### config.mk
export PLATFORM = sky130hd
export DESIGN_NAME = load_sched_flat
export DESIGN_NICKNAME = d
export VERILOG_FILES = /design/src/rtl/load_sched_pkg.sv /design/src/rtl/load_sched_if.sv /design/src/rtl/load_sched_arb.sv /design/src/rtl/load_sched.sv /design/src/flat_wrapper.sv
export SDC_FILE = /design/constraint.sdc
export NUM_CORES = 1
export LEC_CHECK = 0
export ABC_AREA = 1
export BUFFER_PORTS_ARGS = -buffer_cell sky130_fd_sc_hd__buf_4
export CAP_MARGIN = 40
export CORE_ASPECT_RATIO = 1.4
export CORE_MARGIN = 2
export CORE_UTILIZATION = 40
export DETAILED_ROUTE_END_ITERATION = 7
export HOLD_SLACK_MARGIN = 0.08
export PLACE_DENSITY = 0.67
export SETUP_SLACK_MARGIN = 0.15
export SLEW_MARGIN = 20
export SYNTH_ARGS = -nofsm -noshare
export SYNTH_HDL_FRONTEND = slang
export SYNTH_SLANG_ARGS = --single-unit
### constraint.sdc
create_clock -name clk -period 2.05 [get_ports clk]
set_input_delay 0.41 -clock clk [delete_from_list [all_inputs] [get_ports clk]]
set_output_delay 0.41 -clock clk [all_outputs]
set_load 0.02 [all_outputs]
### src/rtl/load_sched_pkg.sv
// load_sched shared types: FSM state and requester index.
// Imported by the scheduler top and its testbench.
package load_sched_pkg;
  typedef enum logic [1:0] {
    IDLE,
    ISSUE,
    WAIT,
    DONE
  } state_t;

  localparam int DEF_NUM_REQ = 2;
  localparam int DEF_IDX_W = $clog2(DEF_NUM_REQ);

  typedef logic [DEF_IDX_W-1:0] req_idx_t;
endpackage

### src/rtl/load_sched_if.sv
// Requester and loader bus of load_sched.
// master = requesters + loader, slave = scheduler.
interface load_sched_if #(
  parameter int NUM_REQ    = 2,
  parameter int ADDR_WIDTH = 24,
  parameter int LEN_WIDTH  = 10
);
  logic [NUM_REQ-1:0]            req_valid;
  logic [NUM_REQ-1:0]            req_ready;
  logic [NUM_REQ*ADDR_WIDTH-1:0] req_addr;
  logic [NUM_REQ*LEN_WIDTH-1:0]  req_len;
  logic [NUM_REQ-1:0]            resp_tile;
  logic [NUM_REQ-1:0]            resp_done;
  logic                          ld_valid_in;
  logic [ADDR_WIDTH-1:0]         ld_addr;
  logic [LEN_WIDTH-1:0]          ld_length;
  logic                          ld_tile_out;
  logic                          ld_valid_out;

  modport master (
    output req_valid, req_addr, req_len,
    output ld_tile_out, ld_valid_out,
    input  req_ready, resp_tile, resp_done,
    input  ld_valid_in, ld_addr, ld_length
  );

  modport slave (
    input  req_valid, req_addr, req_len,
    input  ld_tile_out, ld_valid_out,
    output req_ready, resp_tile, resp_done,
    output ld_valid_in, ld_addr, ld_length
  );
endinterface

### src/rtl/load_sched_arb.sv
// Combinational round-robin picker: first request
// at or after the pointer, as one-hot and index.
module rr_arbiter #(
  parameter int N  = 2,
  parameter int IW = $clog2(N)
) (
  input  logic [N-1:0]  i_req,
  input  logic [IW-1:0] i_ptr,
  output logic [N-1:0]  o_grant,
  output logic [IW-1:0] o_idx,
  output logic          o_any
);
  logic [IW:0] w_j;

  always_comb begin
    o_grant = '0;
    o_idx   = '0;
    o_any   = 1'b0;
    w_j     = '0;
    for (int i = 0; i < N; i++) begin
      w_j = {1'b0, i_ptr} + (IW+1)'(i);
      if (w_j >= (IW+1)'(N)) begin
        w_j = w_j - (IW+1)'(N);
      end
      if (!o_any && i_req[w_j[IW-1:0]]) begin
        o_any = 1'b1;
        o_idx = w_j[IW-1:0];
        o_grant[w_j[IW-1:0]] = 1'b1;
      end
    end
  end
endmodule

### src/rtl/load_sched.sv
// Round-robin scheduler of N load requesters onto one
// tile loader, with tile-count protocol checking.
module load_sched
  import load_sched_pkg::*;
#(
  parameter int NUM_REQ    = 2,
  parameter int ADDR_WIDTH = 24,
  parameter int LEN_WIDTH  = 10,
  parameter int TILE_WIDTH = 256,
  localparam int IW        = $clog2(NUM_REQ)
) (
  input  logic          clk,
  input  logic          rst_n,
  load_sched_if.slave   bus,
  output logic          o_busy,
  output logic [IW-1:0] o_owner,
  output logic          o_proto_err
);
  localparam int LW1 = LEN_WIDTH + 1;

  state_t                r_state;
  logic [IW-1:0]         r_ptr;
  logic [IW-1:0]         r_owner;
  logic [ADDR_WIDTH-1:0] r_addr;
  logic [LEN_WIDTH-1:0]  r_len;
  logic [LEN_WIDTH-1:0]  r_tile_cnt;
  logic [LW1-1:0]        r_exp;
  logic                  r_ld_valid;
  logic                  r_err;
  logic [NUM_REQ-1:0]    r_tile;
  logic [NUM_REQ-1:0]    r_done;

  logic [NUM_REQ-1:0]    w_grant;
  logic [IW-1:0]         w_idx;
  logic                  w_any;
  logic                  w_idle;
  logic [ADDR_WIDTH-1:0] w_sel_addr;
  logic [LEN_WIDTH-1:0]  w_sel_len;
  logic [31:0]           w_sum;
  logic [LW1-1:0]        w_exp;
  logic [LW1-1:0]        w_cnt_tot;
  logic                  w_stray;

  rr_arbiter #(
    .N  (NUM_REQ),
    .IW (IW)
  ) u_arb (
    .i_req   (bus.req_valid),
    .i_ptr   (r_ptr),
    .o_grant (w_grant),
    .o_idx   (w_idx),
    .o_any   (w_any)
  );

  always_comb begin
    w_sel_addr = '0;
    w_sel_len  = '0;
    for (int i = 0; i < NUM_REQ; i++) begin
      if (w_idx == IW'(i)) begin
        w_sel_addr = bus.req_addr[i*ADDR_WIDTH +: ADDR_WIDTH];
        w_sel_len  = bus.req_len[i*LEN_WIDTH +: LEN_WIDTH];
      end
    end
  end

  // rst_n gate keeps ready low while reset is held
  assign w_idle    = (r_state == IDLE) && rst_n;
  assign w_sum     = 32'(w_sel_len) + 32'(TILE_WIDTH - 1);
  assign w_exp     = LW1'(w_sum / 32'(TILE_WIDTH));
  assign w_cnt_tot = {1'b0, r_tile_cnt} + LW1'(bus.ld_tile_out);
  assign w_stray   = (r_state != WAIT) &&
                     (bus.ld_tile_out || bus.ld_valid_out);

  assign bus.req_ready   = w_idle ? w_grant : '0;
  assign bus.resp_tile   = r_tile;
  assign bus.resp_done   = r_done;
  assign bus.ld_valid_in = r_ld_valid;
  assign bus.ld_addr     = r_addr;
  assign bus.ld_length   = r_len;
  assign o_busy          = (r_state != IDLE);
  assign o_owner         = r_owner;
  assign o_proto_err     = r_err;

  always_ff @(posedge clk or negedge rst_n) begin
    if (!rst_n) begin
      r_state    <= IDLE;
      r_ptr      <= '0;
      r_owner    <= '0;
      r_addr     <= '0;
      r_len      <= '0;
      r_tile_cnt <= '0;
      r_exp      <= '0;
      r_ld_valid <= 1'b0;
      r_err      <= 1'b0;
      r_tile     <= '0;
      r_done     <= '0;
    end else begin
      r_tile     <= '0;
      r_done     <= '0;
      r_ld_valid <= 1'b0;
      if (w_stray) begin
        r_err <= 1'b1;
      end
      unique case (r_state)
        IDLE: begin
          if (w_any) begin
            r_addr  <= w_sel_addr;
            r_len   <= w_sel_len;
            r_exp   <= w_exp;
            r_owner <= w_idx;
            r_ptr   <= (int'(w_idx) == NUM_REQ - 1) ?
                       '0 : w_idx + 1'b1;
            if (w_sel_len == '0) begin
              r_state <= DONE;
            end else begin
              r_state    <= ISSUE;
              r_ld_valid <= 1'b1;
            end
          end
        end
        ISSUE: r_state <= WAIT;
        WAIT: begin
          if (bus.ld_tile_out) begin
            r_tile[r_owner] <= 1'b1;
            if (~&r_tile_cnt) begin
              r_tile_cnt <= r_tile_cnt + 1'b1;
            end
          end
          if (bus.ld_valid_out) begin
            if (w_cnt_tot != r_exp) begin
              r_err <= 1'b1;
            end
            r_state <= DONE;
          end
        end
        DONE: begin
          r_done[r_owner] <= 1'b1;
          r_tile_cnt      <= '0;
          r_state         <= IDLE;
        end
        default: r_state <= IDLE;
      endcase
    end
  end
endmodule

### src/flat_wrapper.sv
// flat-port wrapper written by rule: the top's interface ports become plain ports
module load_sched_flat import load_sched_pkg::*;
#(
  parameter int NUM_REQ    = 2,
  parameter int ADDR_WIDTH = 24,
  parameter int LEN_WIDTH  = 10,
  parameter int TILE_WIDTH = 256,
  localparam int IW        = $clog2(NUM_REQ)
)
  (clk, rst_n, o_busy, o_owner, o_proto_err, bus_req_valid, bus_req_addr, bus_req_len, bus_ld_tile_out, bus_ld_valid_out, bus_req_ready, bus_resp_tile, bus_resp_done, bus_ld_valid_in, bus_ld_addr, bus_ld_length);
  load_sched_if #(.NUM_REQ(NUM_REQ), .ADDR_WIDTH(ADDR_WIDTH), .LEN_WIDTH(LEN_WIDTH)) bus_i ();
  input  logic clk;
  input  logic rst_n;
  output logic o_busy;
  output logic [IW-1:0] o_owner;
  output logic o_proto_err;
  input wire logic [$bits(bus_i.req_valid)-1:0] bus_req_valid;
  input wire logic [$bits(bus_i.req_addr)-1:0] bus_req_addr;
  input wire logic [$bits(bus_i.req_len)-1:0] bus_req_len;
  input wire logic [$bits(bus_i.ld_tile_out)-1:0] bus_ld_tile_out;
  input wire logic [$bits(bus_i.ld_valid_out)-1:0] bus_ld_valid_out;
  output wire logic [$bits(bus_i.req_ready)-1:0] bus_req_ready;
  output wire logic [$bits(bus_i.resp_tile)-1:0] bus_resp_tile;
  output wire logic [$bits(bus_i.resp_done)-1:0] bus_resp_done;
  output wire logic [$bits(bus_i.ld_valid_in)-1:0] bus_ld_valid_in;
  output wire logic [$bits(bus_i.ld_addr)-1:0] bus_ld_addr;
  output wire logic [$bits(bus_i.ld_length)-1:0] bus_ld_length;
  assign bus_i.req_valid = bus_req_valid;
  assign bus_i.req_addr = bus_req_addr;
  assign bus_i.req_len = bus_req_len;
  assign bus_i.ld_tile_out = bus_ld_tile_out;
  assign bus_i.ld_valid_out = bus_ld_valid_out;
  assign bus_req_ready = bus_i.req_ready;
  assign bus_resp_tile = bus_i.resp_tile;
  assign bus_resp_done = bus_i.resp_done;
  assign bus_ld_valid_in = bus_i.ld_valid_in;
  assign bus_ld_addr = bus_i.ld_addr;
  assign bus_ld_length = bus_i.ld_length;
  load_sched #(.NUM_REQ(NUM_REQ), .ADDR_WIDTH(ADDR_WIDTH), .LEN_WIDTH(LEN_WIDTH), .TILE_WIDTH(TILE_WIDTH)) u_core (.clk(clk), .rst_n(rst_n), .bus(bus_i), .o_busy(o_busy), .o_owner(o_owner), .o_proto_err(o_proto_err));
endmodule
# Yosys cells after proc, flatten, opt, wreduce, memory -nomap -nowiden
# Cells that the tools add are included.
op_classes:
  eq_ne: 9
  add_sub_neg: 7
  n_lt_le_gt_ge: 8
  n_reduce_logical: 16
  n_bitwise: 1
  n_mux: 39
ops:
  columns: ["cell", "count"]
  rows:
  - ["$mux 10", 3]
  - ["$mux 24", 1]
  - ["$mux 1", 21]
  - ["$pmux 10 s2", 1]
  - ["$mux 2", 9]
  - ["$add 10x1->11", 1]
  - ["$add 10x8->11 const B", 1]
  - ["$ne 11x11->1", 1]
  - ["$add 10x1->10 const B", 1]
  - ["$logic_not 10->1", 1]
  - ["$ne 2x2->1 const B", 5]
  - ["$reduce_and 10->1", 1]
  - ["$pmux 2 s4", 1]
  - ["$logic_and 1x1->1", 6]
  - ["$lt 1x2->1 const B", 3]
  - ["$eq 2x2->1 const B", 2]
  - ["$reduce_and 2->1", 2]
  - ["$reduce_bool 2->1", 2]
  - ["$demux 1 s1", 3]
  - ["$ge 1x1->1 const B", 3]
  - ["$reduce_and 3->1", 1]
  - ["$add 1x1->2 const B", 1]
  - ["$eq 2x1->1 const B", 1]
  - ["$ge 1x2->1 const B", 1]
  - ["7 further kinds", 8]
totals:
  out_inout_bits: 44
  ff_bits: 65
  in_bits: 74
  word_cells: 91

# Depth between registers and ports, before layout
depth:
  ltp_word: 13
  depth_mapped: 13
  mapped_depth_nobuf: 12

# Cells and area by module
# A second synthesis with hierarchy kept.
unflattened:
  cells_unflattened: 437
  area_unflattened_um2: 3240.6
modules_own_cells:
  columns: ["mod", "cells_per_inst", "area_per_inst_um2", "n_inst"]
  rows:
  - ["load_sched", 430, 3210.6, 1]
  - ["rr_arbiter", 7, 30.0, 1]

# Least setup slack after synthesis
# Ideal clock, no wire load.
synth_timing:
  kind: "flip-flop to output port"
  start: "register u_core.r_state[0]"
  end: "output port bus_req_ready[0]"
  path_slack_ns: -0.096
  t_required_ns: 1.640
  arrival_ns: 1.736
  stages_incl_launch_ff: 11
  path_buffers: 2
  cell_sequence: "dfrtp_1 > inv_1 > ha_1 > buf_2 > inv_1 > nor2_4 > inv_2 > buf_6 > nor2_8 > inv_1 > nor2_1"
synth_between:
  elab_chain_cells: 3
synth_rtl:
  columns: ["element", "line", "source"]
  rows:
  - ["from (decl)", "load_sched.sv:21", "state_t r_state;"]
  - ["from (signal assigned)", "load_sched.sv:86", "r_state <= IDLE;"]
  - ["from (signal assigned)", "load_sched.sv:114", "r_state <= DONE;"]
  - ["from (signal assigned)", "load_sched.sv:116", "r_state <= ISSUE;"]
  - ["$logic_not 2->1", "load_sched.sv:67", "assign w_idle = (r_state == IDLE) && rst_n;"]
  - ["$logic_and 1x1->1", "load_sched.sv:67", null]
  - ["$mux 2", "load_sched.sv:74", "assign bus.req_ready = w_idle ? w_grant : '0;"]
  - ["to (decl)", "flat_wrapper.sv:22", "output wire logic [$bits(bus_i.req_ready)-1:0] bus_req_ready;"]
# No other way between the ends.

# Worst setup path after layout
layout_timing:
  start: "register u_core.r_state[1]"
  end: "output port bus_req_ready[0]"
# Same word-level chain as after synthesis.

==> results_dict.tcl <==
set metrics [dict create \
    status "completed" \
    rows 38 \
    nets 641 \
    worst_pin_slew_ns 0.7342 \
    grt-ovfl-total 0 \
    total_power_uw 6544 \
    crit_start "u_core.r_state[1]" \
    grt_antenna_before_repair 0 \
    min_path_type "input port to async pin" \
    dr.pass1.iters 4 \
    root_buffer "clkbuf_8" \
    synth_area_um2 3142 \
    diodes 0 \
    coreArea_um2 7702 \
    h-tree-depth 3 \
    finalHoldViolCount 0 \
    synth_fp_nets 498 \
    cts_buffers 9 \
    vias 3238 \
    arrival_ns 1.59 \
    crit_end "bus_req_ready[0]" \
    drive_above_1_share 0.3321 \
    yosysTopAreaCellShare 0.4540 \
    drtIter0Drc 144 \
    fin_skew_ns 0.006267 \
    wire_per_inst_um 13.84 \
    synthSimpleGateAreaFrac 0.3497 \
    r2r-end "u_core.o_proto_err" \
    post-route-drc-count 0 \
    fmax_ghz 0.4993 \
    register_area_um2 1428 \
    power.share.clock 0.161 \
    ys_ff_latch 57 \
    numPlacedInstances 628 \
    p_sw_frac 0.4263 \
    crit_path_end_kind "primary output" \
    dpl.hpwl_um 6559 \
    maxCapViolCount 0 \
    finalCritPeriodShare 0.9770 \
    utilization 0.5958 \
    setup_viol 0 \
    leakagePower_uw 0.002365 \
    max_slew_margin 0.5105 \
    pre_cts_ws_ns 0.05089 \
    ys_top_cells_by_area "dfrtp_1, nand2_1, nand3_1, o21ai_0, inv_1" \
    clk_latency_ns 0.34 \
    syn_to_final_growth_pct 46.08 \
    fin_cells 663 \
    die_w_um 78.90 \
    path_max_fanout 2 \
    portBuffers 117 \
    reg2reg_depth 8 \
    start_util 0.4079 \
    synth-seq-area-share 0.4540 \
    crit_type "flip-flop to primary output" \
    rsz0062_at_grt "yes" \
    multi_input_area_um2 1514 \
    finalWirelength_um 9175 \
    synth_cell_types 28 \
    gp_congestion 0.8642 \
    muxShareOfSynthArea 0 \
    grt_usage 0.2171 \
    required_ns 1.64 \
    grt_pass1_wl_um 14390 \
    post-route-worst-setup-slack_ns 0.04708 \
    yosys_warnings 0 \
    cts_tree "done" \
    synth_compound_area_frac 0.06491 \
    p_per_area_nw_per_um2 1426 \
    timing.hold.ws_ns 0.2472 \
    fillers 750 \
    die-area_um2 8589 \
    sequentialPowerShare 0.292 \
    synth_area_leader_cell "dfrtp_1" \
    cp-start-kind "flip-flop" \
    rrSetupSlack_ns 0.31 \
    viasPerCell 4.884 \
    slew_violations 0 \
    switchingPower_uw 2790 \
    min_period_ns 2.003 \
    grt_pass1_vias 3131 \
    pwr-share-comb 0.547 \
    clock_sinks 57 \
    postCtsHoldBufs 0 \
    internal-power_uw 3754 \
    synth_top_family_by_area "simple AND/OR/NAND/NOR gates" \
    synthAdderAreaFrac 0.03186 \
    io-pin-count 118 \
    clockBufferDepth 2 \
    ir_worst_vdd_v 0.0007999 \
    clk_pin_slew_ns 0.07 \
    syn_area_per_cell_um2 7.552 \
    grt_max_degree 58 \
    reg2reg_from "u_core.r_tile_cnt[0]" \
    die_height_um 108.9 \
    ant_nets 0 \
    postSynthCellCount 416 \
    synth_xor_area_frac 0.01673 \
]
per-stage QoR:
| stage | TNS (ns) | instance area, um2 |
|---|---|---|
| global placement | 0 | 4153 |
| floorplan | 0 | 3172 |
| detailed placement | 0 | 4153 |
| CTS | 0 | 4527 |
| finish | 0 | 4589 |
| global route | -0.007665 | 4589 |
power by group through the flow:
| stage | Clock [uW] | Combinational (uW) | Sequential [uW] |
|---|---|---|---|
| after detailed placement | 0 | 3170 | 1920 |
| final | 1050 | 3580 | 1910 |
| after global routing | 1130 | 3910 | 1970 |
| after CTS | 1080 | 3550 | 1910 |
| after global placement | 0 | 3110 | 1920 |
| after floorplan | 0 | 1570 | 2330 |
routing by layer:
metal / track usage / routed length, um / vias to the layer above
li1: - / - / 1625
met1: 0.2536 / 3620 / 1496
met2: 0.3797 / 4846 / 96
met3: 0.04056 / 434 / 21
met4: 0.1096 / 273 / 0
met5: 0 / 0 / -
worst min path at each step:
stage,slack [ns],endpoint,startpoint,depth (start not counted)
6_report,0.25,u_core.o_proto_err,rst_n,2
5_1_grt,0.27,u_core.bus.ld_addr[23],bus_req_addr[23],3
4_1_cts,0.26,u_core.o_proto_err,rst_n,2
3_5_place_dp,0.46,u_core.o_proto_err,u_core.o_proto_err,2
3_3_place_gp,0.46,u_core.o_proto_err,u_core.o_proto_err,2
2_1_floorplan,0.11,u_core.bus.ld_addr[0],rst_n,0
synth_stat cells (all sizes together):
cell type  count
nand4          8
o21ai         34
clkinv         1
ha             8
nor2          31
nand2        138
a31oi          1
o21bai         1
nand3b         8
buf           10
xor2           4
o22ai          2
nor3           1
inv           42
nand3         62
xnor2          2
clkbuf         6
dfrtp         57
cell type report:
class	instances	area share
well taps	100	0.02726
repair buffers	147	0.2519
inverters	43	0.03762
multi-input cells	301	0.3299
clock inverters	5	0.01227
clock buffers	10	0.02999
flip-flops and latches	57	0.3111
worst max-delay path, stage by stage, from the launching register on:
cell and delay (ns):
dfrtp_1 0.40, inv_2 0.08, ha_4 0.15, clkinvlp_4 0.10, nor2_4 0.12, inv_4 0.06, nor2_8 0.08, inv_2 0.05
nor2_4 0.08, buf_6 0.12
cells in the final DEF, fill, tap and decap left out, types with 2 or more instances in the layout:
| cell | n |
|---|---|
| buf_4 | 141 |
| nand2_1 | 134 |
| nand3_1 | 62 |
| dfrtp_1 | 56 |
| inv_1 | 34 |
| o21ai_0 | 31 |
| nor2_1 | 23 |
| clkbuf_8 | 10 |
| nand4_1 | 8 |
| nand3b_1 | 8 |
| ha_1 | 7 |
| inv_2 | 5 |
| nor2_4 | 5 |
| xor2_1 | 4 |
| buf_6 | 4 |
| nor2_2 | 3 |
| clkinvlp_4 | 2 |
| nand2_4 | 2 |
| o21ai_2 | 2 |
| nand2_2 | 2 |
| xnor2_1 | 2 |
| o22ai_1 | 2 |
| clkinv_2 | 2 |
state kept, by name, summed over array words and instances, names as in the netlist:
| name | cells |
|---|---|
| u_core.r_exp | 3 |
| u_core.bus.ld_valid_in | 1 |
| u_core.bus.ld_addr | 24 |
| u_core.r_ptr | 1 |
| u_core.o_owner | 1 |
| u_core.r_tile_cnt | 10 |
| u_core.r_state | 2 |
| u_core.bus.resp_tile | 2 |
| u_core.bus.ld_length | 10 |
| u_core.bus.resp_done | 2 |
| u_core.o_proto_err | 1 |
what timing repair did:
item / CTS / global route
pin swaps: 5 / 3
setup buffers: 13 / 5
setup endpoints to repair: 2 / 8
cloned: 2 / 0
gates resized for setup: 11 / 8
kinds of logic (layout without fill, tap and decap cells):
| logic type | count (synthesis) | in the layout |
|---|---|---|
| buf+inv | 59 | 205 |
| flops | 57 | 57 |
| compound gates | 38 | 38 |
| fa+ha+maj | 8 | 8 |
| simple gates | 248 | 249 |
| xor+xnor | 6 | 6 |
(Power assumes the default switching activity.)
